**src/rtl/nibble_add_sched_pkg.sv**
```systemverilog
// Shared types and constants for the nibble-serial add/subtract scheduler.
package nibble_add_sched_pkg;

   // Bits handled per pass by the nibble adder.
   localparam int NIB_W = 4;

   // Top-level control states.
   typedef enum logic [1:0] {
      IDLE = 2'd0,
      RUN  = 2'd1,
      DONE = 2'd2
   } state_t;

endpackage

```
**src/rtl/nibble_add_sched_if.sv**
```systemverilog
// Request/response bundle between two requesters, the scheduler and the result consumer.
interface nibble_add_sched_if #(
   parameter int WIDTH = 16
);
   logic             req0_valid;
   logic             req0_ready;
   logic [WIDTH-1:0] req0_a;
   logic [WIDTH-1:0] req0_b;
   logic             req0_sub;

   logic             req1_valid;
   logic             req1_ready;
   logic [WIDTH-1:0] req1_a;
   logic [WIDTH-1:0] req1_b;
   logic             req1_sub;

   logic             res_valid;
   logic             res_ready;
   logic [WIDTH-1:0] res_sum;
   logic             res_cout;
   logic             res_ovf;
   logic             res_id;

   logic             busy;

   // Requesters and result consumer side.
   modport master (
      output req0_valid, req0_a, req0_b, req0_sub,
      output req1_valid, req1_a, req1_b, req1_sub,
      output res_ready,
      input  req0_ready, req1_ready,
      input  res_valid, res_sum, res_cout, res_ovf, res_id, busy
   );

   // Scheduler side.
   modport slave (
      input  req0_valid, req0_a, req0_b, req0_sub,
      input  req1_valid, req1_a, req1_b, req1_sub,
      input  res_ready,
      output req0_ready, req1_ready,
      output res_valid, res_sum, res_cout, res_ovf, res_id, busy
   );
endinterface

```
**src/rtl/nibble_add_sched_fourbitadder.sv**
```systemverilog
// 4-bit ripple-carry adder: the only arithmetic element of the scheduler.
module fourbitadder (
   input  logic [3:0] x,
   input  logic [3:0] y,
   input  logic       cin,
   output logic [3:0] s,
   output logic       cout
);

   logic [4:0] c;

   assign c[0] = cin;

   // One full adder per bit, carry rippling upward.
   for (genvar gi = 0; gi < 4; gi++) begin : g_fa
      assign s[gi]   = x[gi] ^ y[gi] ^ c[gi];
      assign c[gi+1] = (x[gi] & y[gi]) | (c[gi] & (x[gi] ^ y[gi]));
   end

   assign cout = c[4];

endmodule

```
**src/rtl/nibble_add_sched.sv**
```systemverilog
// Two-requester round-robin scheduler that performs WIDTH-bit add/subtract
// one nibble per cycle through a single shared 4-bit adder.
module nibble_add_sched
   import nibble_add_sched_pkg::*;
#(
   parameter int WIDTH = 16
) (
   input  logic              clk,
   input  logic              rst,
   nibble_add_sched_if.slave bus
);

   localparam int NIB   = WIDTH / NIB_W;
   localparam int IDX_W = (NIB > 1) ? $clog2(NIB) : 1;

   state_t             state_reg;
   state_t             state_next;

   logic [WIDTH-1:0]   a_reg;
   logic [WIDTH-1:0]   b_reg;       // already inverted for subtract
   logic [WIDTH-1:0]   work_reg;    // partial sum built nibble by nibble
   logic               id_reg;
   logic               carry_reg;
   logic [IDX_W-1:0]   idx_reg;
   logic               last_reg;    // requester granted most recently

   logic [WIDTH-1:0]   res_sum_reg;
   logic               res_cout_reg;
   logic               res_ovf_reg;
   logic               res_id_reg;

   logic               grant_any;
   logic               grant_id;
   logic               last_pass;
   logic [NIB_W-1:0]   nib_a;
   logic [NIB_W-1:0]   nib_b;
   logic [NIB_W-1:0]   nib_s;
   logic               nib_cout;
   logic [WIDTH-1:0]   full_sum;

   assign last_pass = (idx_reg == IDX_W'(NIB - 1));
   assign nib_a     = a_reg[int'(idx_reg)*NIB_W +: NIB_W];
   assign nib_b     = b_reg[int'(idx_reg)*NIB_W +: NIB_W];

   fourbitadder u_adder (
      .x    (nib_a),
      .y    (nib_b),
      .cin  (carry_reg),
      .s    (nib_s),
      .cout (nib_cout)
   );

   // Round-robin pick: a lone valid wins, a tie goes to the requester not served last.
   always_comb begin
      grant_any = bus.req0_valid | bus.req1_valid;
      grant_id  = (bus.req0_valid && bus.req1_valid) ? ~last_reg : bus.req1_valid;
   end

   // Current partial sum with this cycle's nibble merged in.
   always_comb begin
      full_sum = work_reg;
      full_sum[int'(idx_reg)*NIB_W +: NIB_W] = nib_s;
   end

   // State register.
   always_ff @(posedge clk or posedge rst) begin
      if (rst) begin
         state_reg <= IDLE;
      end else begin
         state_reg <= state_next;
      end
   end

   // Next-state decode.
   always_comb begin
      state_next = state_reg;
      case (state_reg)
         IDLE:    if (grant_any)     state_next = RUN;
         RUN:     if (last_pass)     state_next = DONE;
         DONE:    if (bus.res_ready) state_next = IDLE;
         default:                    state_next = IDLE;
      endcase
   end

   // Handshake and status outputs; ready is held low while reset is asserted.
   always_comb begin
      bus.req0_ready = 1'b0;
      bus.req1_ready = 1'b0;
      bus.res_valid  = 1'b0;
      bus.busy       = (state_reg != IDLE);
      case (state_reg)
         IDLE: begin
            if (!rst && grant_any) begin
               bus.req0_ready = ~grant_id;
               bus.req1_ready = grant_id;
            end
         end
         DONE:    bus.res_valid = 1'b1;
         default: ;
      endcase
   end

   // Operand capture, nibble passes and result latching.
   always_ff @(posedge clk or posedge rst) begin
      if (rst) begin
         a_reg        <= '0;
         b_reg        <= '0;
         work_reg     <= '0;
         id_reg       <= 1'b0;
         carry_reg    <= 1'b0;
         idx_reg      <= '0;
         last_reg     <= 1'b1;
         res_sum_reg  <= '0;
         res_cout_reg <= 1'b0;
         res_ovf_reg  <= 1'b0;
         res_id_reg   <= 1'b0;
      end else begin
         case (state_reg)
            IDLE: begin
               if (grant_any) begin
                  if (grant_id) begin
                     a_reg     <= bus.req1_a;
                     b_reg     <= bus.req1_b ^ {WIDTH{bus.req1_sub}};
                     carry_reg <= bus.req1_sub;
                  end else begin
                     a_reg     <= bus.req0_a;
                     b_reg     <= bus.req0_b ^ {WIDTH{bus.req0_sub}};
                     carry_reg <= bus.req0_sub;
                  end
                  id_reg   <= grant_id;
                  last_reg <= grant_id;
                  idx_reg  <= '0;
               end
            end
            RUN: begin
               work_reg  <= full_sum;
               carry_reg <= nib_cout;
               idx_reg   <= idx_reg + IDX_W'(1);
               if (last_pass) begin
                  res_sum_reg  <= full_sum;
                  res_cout_reg <= nib_cout;
                  res_ovf_reg  <= (a_reg[WIDTH-1] == b_reg[WIDTH-1]) &&
                                  (full_sum[WIDTH-1] != a_reg[WIDTH-1]);
                  res_id_reg   <= id_reg;
               end
            end
            default: ;
         endcase
      end
   end

   assign bus.res_sum  = res_sum_reg;
   assign bus.res_cout = res_cout_reg;
   assign bus.res_ovf  = res_ovf_reg;
   assign bus.res_id   = res_id_reg;

endmodule

```
**src/flat_wrapper.sv**
```systemverilog
// flat-port wrapper written by rule: the top's interface ports become plain ports
module nibble_add_sched_flat import nibble_add_sched_pkg::*;
#(
   parameter int WIDTH = 16
)
  (clk, rst, bus_req0_valid, bus_req0_a, bus_req0_b, bus_req0_sub, bus_req1_valid, bus_req1_a, bus_req1_b, bus_req1_sub, bus_res_ready, bus_req0_ready, bus_req1_ready, bus_res_valid, bus_res_sum, bus_res_cout, bus_res_ovf, bus_res_id, bus_busy);
  nibble_add_sched_if #(.WIDTH(WIDTH)) bus_i ();
  input  logic clk;
  input  logic rst;
  input wire logic [$bits(bus_i.req0_valid)-1:0] bus_req0_valid;
  input wire logic [$bits(bus_i.req0_a)-1:0] bus_req0_a;
  input wire logic [$bits(bus_i.req0_b)-1:0] bus_req0_b;
  input wire logic [$bits(bus_i.req0_sub)-1:0] bus_req0_sub;
  input wire logic [$bits(bus_i.req1_valid)-1:0] bus_req1_valid;
  input wire logic [$bits(bus_i.req1_a)-1:0] bus_req1_a;
  input wire logic [$bits(bus_i.req1_b)-1:0] bus_req1_b;
  input wire logic [$bits(bus_i.req1_sub)-1:0] bus_req1_sub;
  input wire logic [$bits(bus_i.res_ready)-1:0] bus_res_ready;
  output wire logic [$bits(bus_i.req0_ready)-1:0] bus_req0_ready;
  output wire logic [$bits(bus_i.req1_ready)-1:0] bus_req1_ready;
  output wire logic [$bits(bus_i.res_valid)-1:0] bus_res_valid;
  output wire logic [$bits(bus_i.res_sum)-1:0] bus_res_sum;
  output wire logic [$bits(bus_i.res_cout)-1:0] bus_res_cout;
  output wire logic [$bits(bus_i.res_ovf)-1:0] bus_res_ovf;
  output wire logic [$bits(bus_i.res_id)-1:0] bus_res_id;
  output wire logic [$bits(bus_i.busy)-1:0] bus_busy;
  assign bus_i.req0_valid = bus_req0_valid;
  assign bus_i.req0_a = bus_req0_a;
  assign bus_i.req0_b = bus_req0_b;
  assign bus_i.req0_sub = bus_req0_sub;
  assign bus_i.req1_valid = bus_req1_valid;
  assign bus_i.req1_a = bus_req1_a;
  assign bus_i.req1_b = bus_req1_b;
  assign bus_i.req1_sub = bus_req1_sub;
  assign bus_i.res_ready = bus_res_ready;
  assign bus_req0_ready = bus_i.req0_ready;
  assign bus_req1_ready = bus_i.req1_ready;
  assign bus_res_valid = bus_i.res_valid;
  assign bus_res_sum = bus_i.res_sum;
  assign bus_res_cout = bus_i.res_cout;
  assign bus_res_ovf = bus_i.res_ovf;
  assign bus_res_id = bus_i.res_id;
  assign bus_busy = bus_i.busy;
  nibble_add_sched #(.WIDTH(WIDTH)) u_core (.clk(clk), .rst(rst), .bus(bus_i));
endmodule
```
**config.mk**
```make
export PLATFORM = sky130hd
export DESIGN_NAME = nibble_add_sched_flat
export DESIGN_NICKNAME = d
export VERILOG_FILES = /design/src/rtl/nibble_add_sched_pkg.sv /design/src/rtl/nibble_add_sched_if.sv /design/src/rtl/nibble_add_sched_fourbitadder.sv /design/src/rtl/nibble_add_sched.sv /design/src/flat_wrapper.sv
export SDC_FILE = /design/constraint.sdc
export NUM_CORES = 1
export LEC_CHECK = 0
export BUFFER_PORTS_ARGS = -buffer_cell sky130_fd_sc_hd__buf_2
export CORE_UTILIZATION = 45
export CTS_CLUSTER_SIZE = 20
export DETAILED_ROUTE_END_ITERATION = 8
export PLACE_DENSITY_LB_ADDON = 0.25
export SLEW_MARGIN = 20
export SYNTH_ARGS = -nofsm -noshare
export SYNTH_HDL_FRONTEND = slang
export SYNTH_SLANG_ARGS = --single-unit
```
**constraint.sdc**
```tcl
create_clock -name clk -period 4.5 [get_ports clk]
set_input_delay 0.9 -clock clk [delete_from_list [all_inputs] [get_ports clk]]
set_output_delay 0.9 -clock clk [all_outputs]
set_load 0.02 [all_outputs]
```
==> metrics <==
final HPWL from detailed placement 5.981 mm; Die Ht 98.90 um; Syn Area/Cell 12.07 sq um; Peak VDD IR 0.4253 mV; count of boundary I/O pins 94; r2r setup slk 0.91 ns; synthesized netlist cell count 350; ys async rst share 100.0%; worst r2r path cells 11; Arr. time, crit path 3.87 ns; CTS tree done; Worst setup SP type flop; HP Class reg -> reg; fin crit share 79.75%; DRT Pass-1 Iters 4; GRT Resource Usage Total 18.73%; RR Startpoint u_core.idx_reg[0]$_DFFE_PP0P_; post-route setup TNS 0 ns; antenna cells 0; core area 0.008891 sq mm; Min Clock Period, post-route 3.589 ns; Die X 98.90 um; GP Congestion 0.8087; Iter 0 DRT Violations 91; Die ar. 0.009781 sq mm; Max Slew Vio Count 0; Synth Warn # 0; vias in the first global route 2888; Max-slew headroom 30.76%; CP Data Required Time 4.78 ns; CTS Buffer Depth 2; Post-CTS Hold Buffers 0; H-tree levels 3; FP Rows 34; fraction of layout cells with a size suffix above 1 40.68%; Hold Fails Final Rpt 0; Post-Syn Area 0.004225 sq mm; Final Core Density 55.85%; antenna violation net count after detailed routing 0; Pwr Density 732.2 mW/mm^2; Hold Path Cell Cnt 2; Post-CTS Resized 0; Clock Sinks 74; initial antenna violation count 0; Hold EP u_core.bus.res_sum[12]$_DFFE_PP0P_; Cell variety after synth 40; clock-pin slew on the worst setup and hold paths 0.08 ns; GRT Residual Overflow 0; first-pass GRT wire length 14.15 mm; Synth Flop Type dfrtp_1; FMAX 278.7 MHz; Crit Path Class reg -> reg; Crit Path Max Fanout 18; syn nets 431; Worst-Skew Late Latency 0.35 ns; reg2reg end u_core.bus.res_ovf$_DFFE_PP0P_; Port Buffer Count 93; via count 2839; final setup vio count 0; synthesis-stage register bit count 74; status finished, final reports clean; Min Hold Slack 0.4727 ns; postcts setup bufs 0; layout net count 516; DRC violations left 0; Initial Utilization 47.52%; WL/cell 15.12 um; Post-synth EDFFs 0; skew final 0.008342 ns; Leak 2.333 nW; # Max-Cap Violations 0; DRT Wirelength 8.286 mm; P&R area growth vs syn 17.53%; vias per cell 5.181; CP endpoint kind flop; Filler Cell Count 775; unrepaired setup endpoints after global routing no; CTS Buf Count 9; sequential share of the synthesized area 43.86%; Tightest Pin Transition 1.036 ns; Hold Startpoint u_core.bus.res_sum[12]$_DFFE_PP0P_; largest net degree at the start of global routing 75; Root Driver clkbuf_8
## how the worst max path moves through the flow
stage | to | startpoint
2_1_floorplan | bus_req1_ready | rst
3_3_place_gp | u_core.bus.res_ovf$_DFFE_PP0P_ | u_core.idx_reg[0]$_DFFE_PP0P_
3_5_place_dp | u_core.bus.res_ovf$_DFFE_PP0P_ | u_core.idx_reg[0]$_DFFE_PP0P_
4_1_cts | u_core.bus.res_ovf$_DFFE_PP0P_ | u_core.idx_reg[0]$_DFFE_PP0P_
5_1_grt | u_core.bus.res_ovf$_DFFE_PP0P_ | u_core.idx_reg[0]$_DFFE_PP0P_
6_report | u_core.bus.res_ovf$_DFFE_PP0P_ | u_core.idx_reg[0]$_DFFE_PP0P_
## cells by family (layout without fill, tap and decap cells)
| kind of cell | count (synthesis) | after routing | synth area share, % |
|---|---|---|---|
| DFF | 74 | 74 | 43.86 |
| muxes | 78 | 78 | 23.99 |
| buffers and inverters | 37 | 127 | 4.827 |
| AOI/OAI and AO/OA | 57 | 57 | 8.706 |
| and+or+nand+nor | 62 | 62 | 8.321 |
| xor gates and xnor gates | 32 | 32 | 6.633 |
| adders and majority gates | 10 | 10 | 3.672 |
## layout make-up
class                      instances  area, sq um  area share (%)
clock inverter                     7        117.6           2.368
tap                              108        135.1           2.721
timing repair buffer              97        495.5           9.977
sequential                        74         1853           37.31
inverter                          14        52.55           1.058
clock buffer                       9        123.9           2.494
multi-input combinational        239         2188           44.07
## synth_stat cells (2+ instances only)
master	number	area (sq um)
dfrtp_1	73	1827
mux2i_1	18	180.2
inv_1	14	52.55
fa_1	4	80.08
buf_4	5	37.54
nand2b_1	2	12.51
nand2_1	24	90.09
clkbuf_1	8	30.03
nor2_1	4	15.01
mux2_4	18	270.3
buf_2	6	30.03
buf_6	3	33.78
mux2_1	2	22.52
a22o_1	8	70.07
a21oi_1	16	80.08
nor3_1	2	10.01
nor2b_1	17	106.4
mux4_2	8	180.2
o21ai_0	22	110.1
a32o_1	7	70.07
xnor2_1	32	280.3
ha_1	6	75.07
mux2_2	32	360.4
nor4bb_1	3	30.03
## through the flow
step / worst slack, ns / area [sq um] / total power (W) / std cells
after global placement: 1.051 / 4712 / 0.002998 / 532
after detailed placement: 0.9423 / 4718 / 0.003051 / 532
after CTS: 0.9158 / 4960 / 0.003672 / 548
after global routing: 0.6586 / 4966 / 0.003928 / 548
final: 0.9114 / 4966 / 0.003636 / 548
after floorplan: 0.6740 / 4225 / 0.002537 / 350
## cells in the final DEF, fill, tap and decap left out, types with 2 or more instances in the layout
cell type,synthesis,final
a21oi_1,16,16
fa_1,4,4
mux2_1,2,2
bufinv_16,0,3
nor3_1,2,2
ha_1,6,6
a22o_1,8,8
buf_2,6,93
clkinv_2,0,2
o21ai_0,22,22
buf_4,5,4
nor4bb_2,0,2
nor2_1,4,4
nand2b_1,2,2
xnor2_1,32,32
nand2_1,24,24
clkbuf_8,0,9
mux2_2,32,32
nor2b_1,17,17
dfrtp_1,73,73
a32o_1,7,7
mux2i_1,18,18
mux2_4,18,18
mux4_2,8,8
clkinv_4,0,2
inv_1,14,13
## per-layer routing
metal	vias up	wire length [um]	track usage, %
met3	14	270	3.404
li1	1398	-	-
met1	1358	3861	24.49
met4	0	217	9.300
met5	-	0	0
met2	69	3936	30.02
## critical path, stage by stage (launching register included)
cell	delay (ns)
dfrtp_1	0.89
mux4_2	0.60
inv_1	0.10
fa_1	0.18
inv_1	0.05
fa_1	0.36
inv_1	0.08
fa_1	0.15
inv_1	0.05
fa_1	0.58
a2111o_1	0.41
nand3_1	0.07
## where the power goes
part | internal, W | switching (W) | leakage (nW)
registers | 0.000962 | 0.000228 | 0.935
logic | 0.000823 | 0.00101 | 1.27
clock network | 0.000368 | 0.000249 | 0.123
No activity file was read; power rests on OpenSTA's default activity.
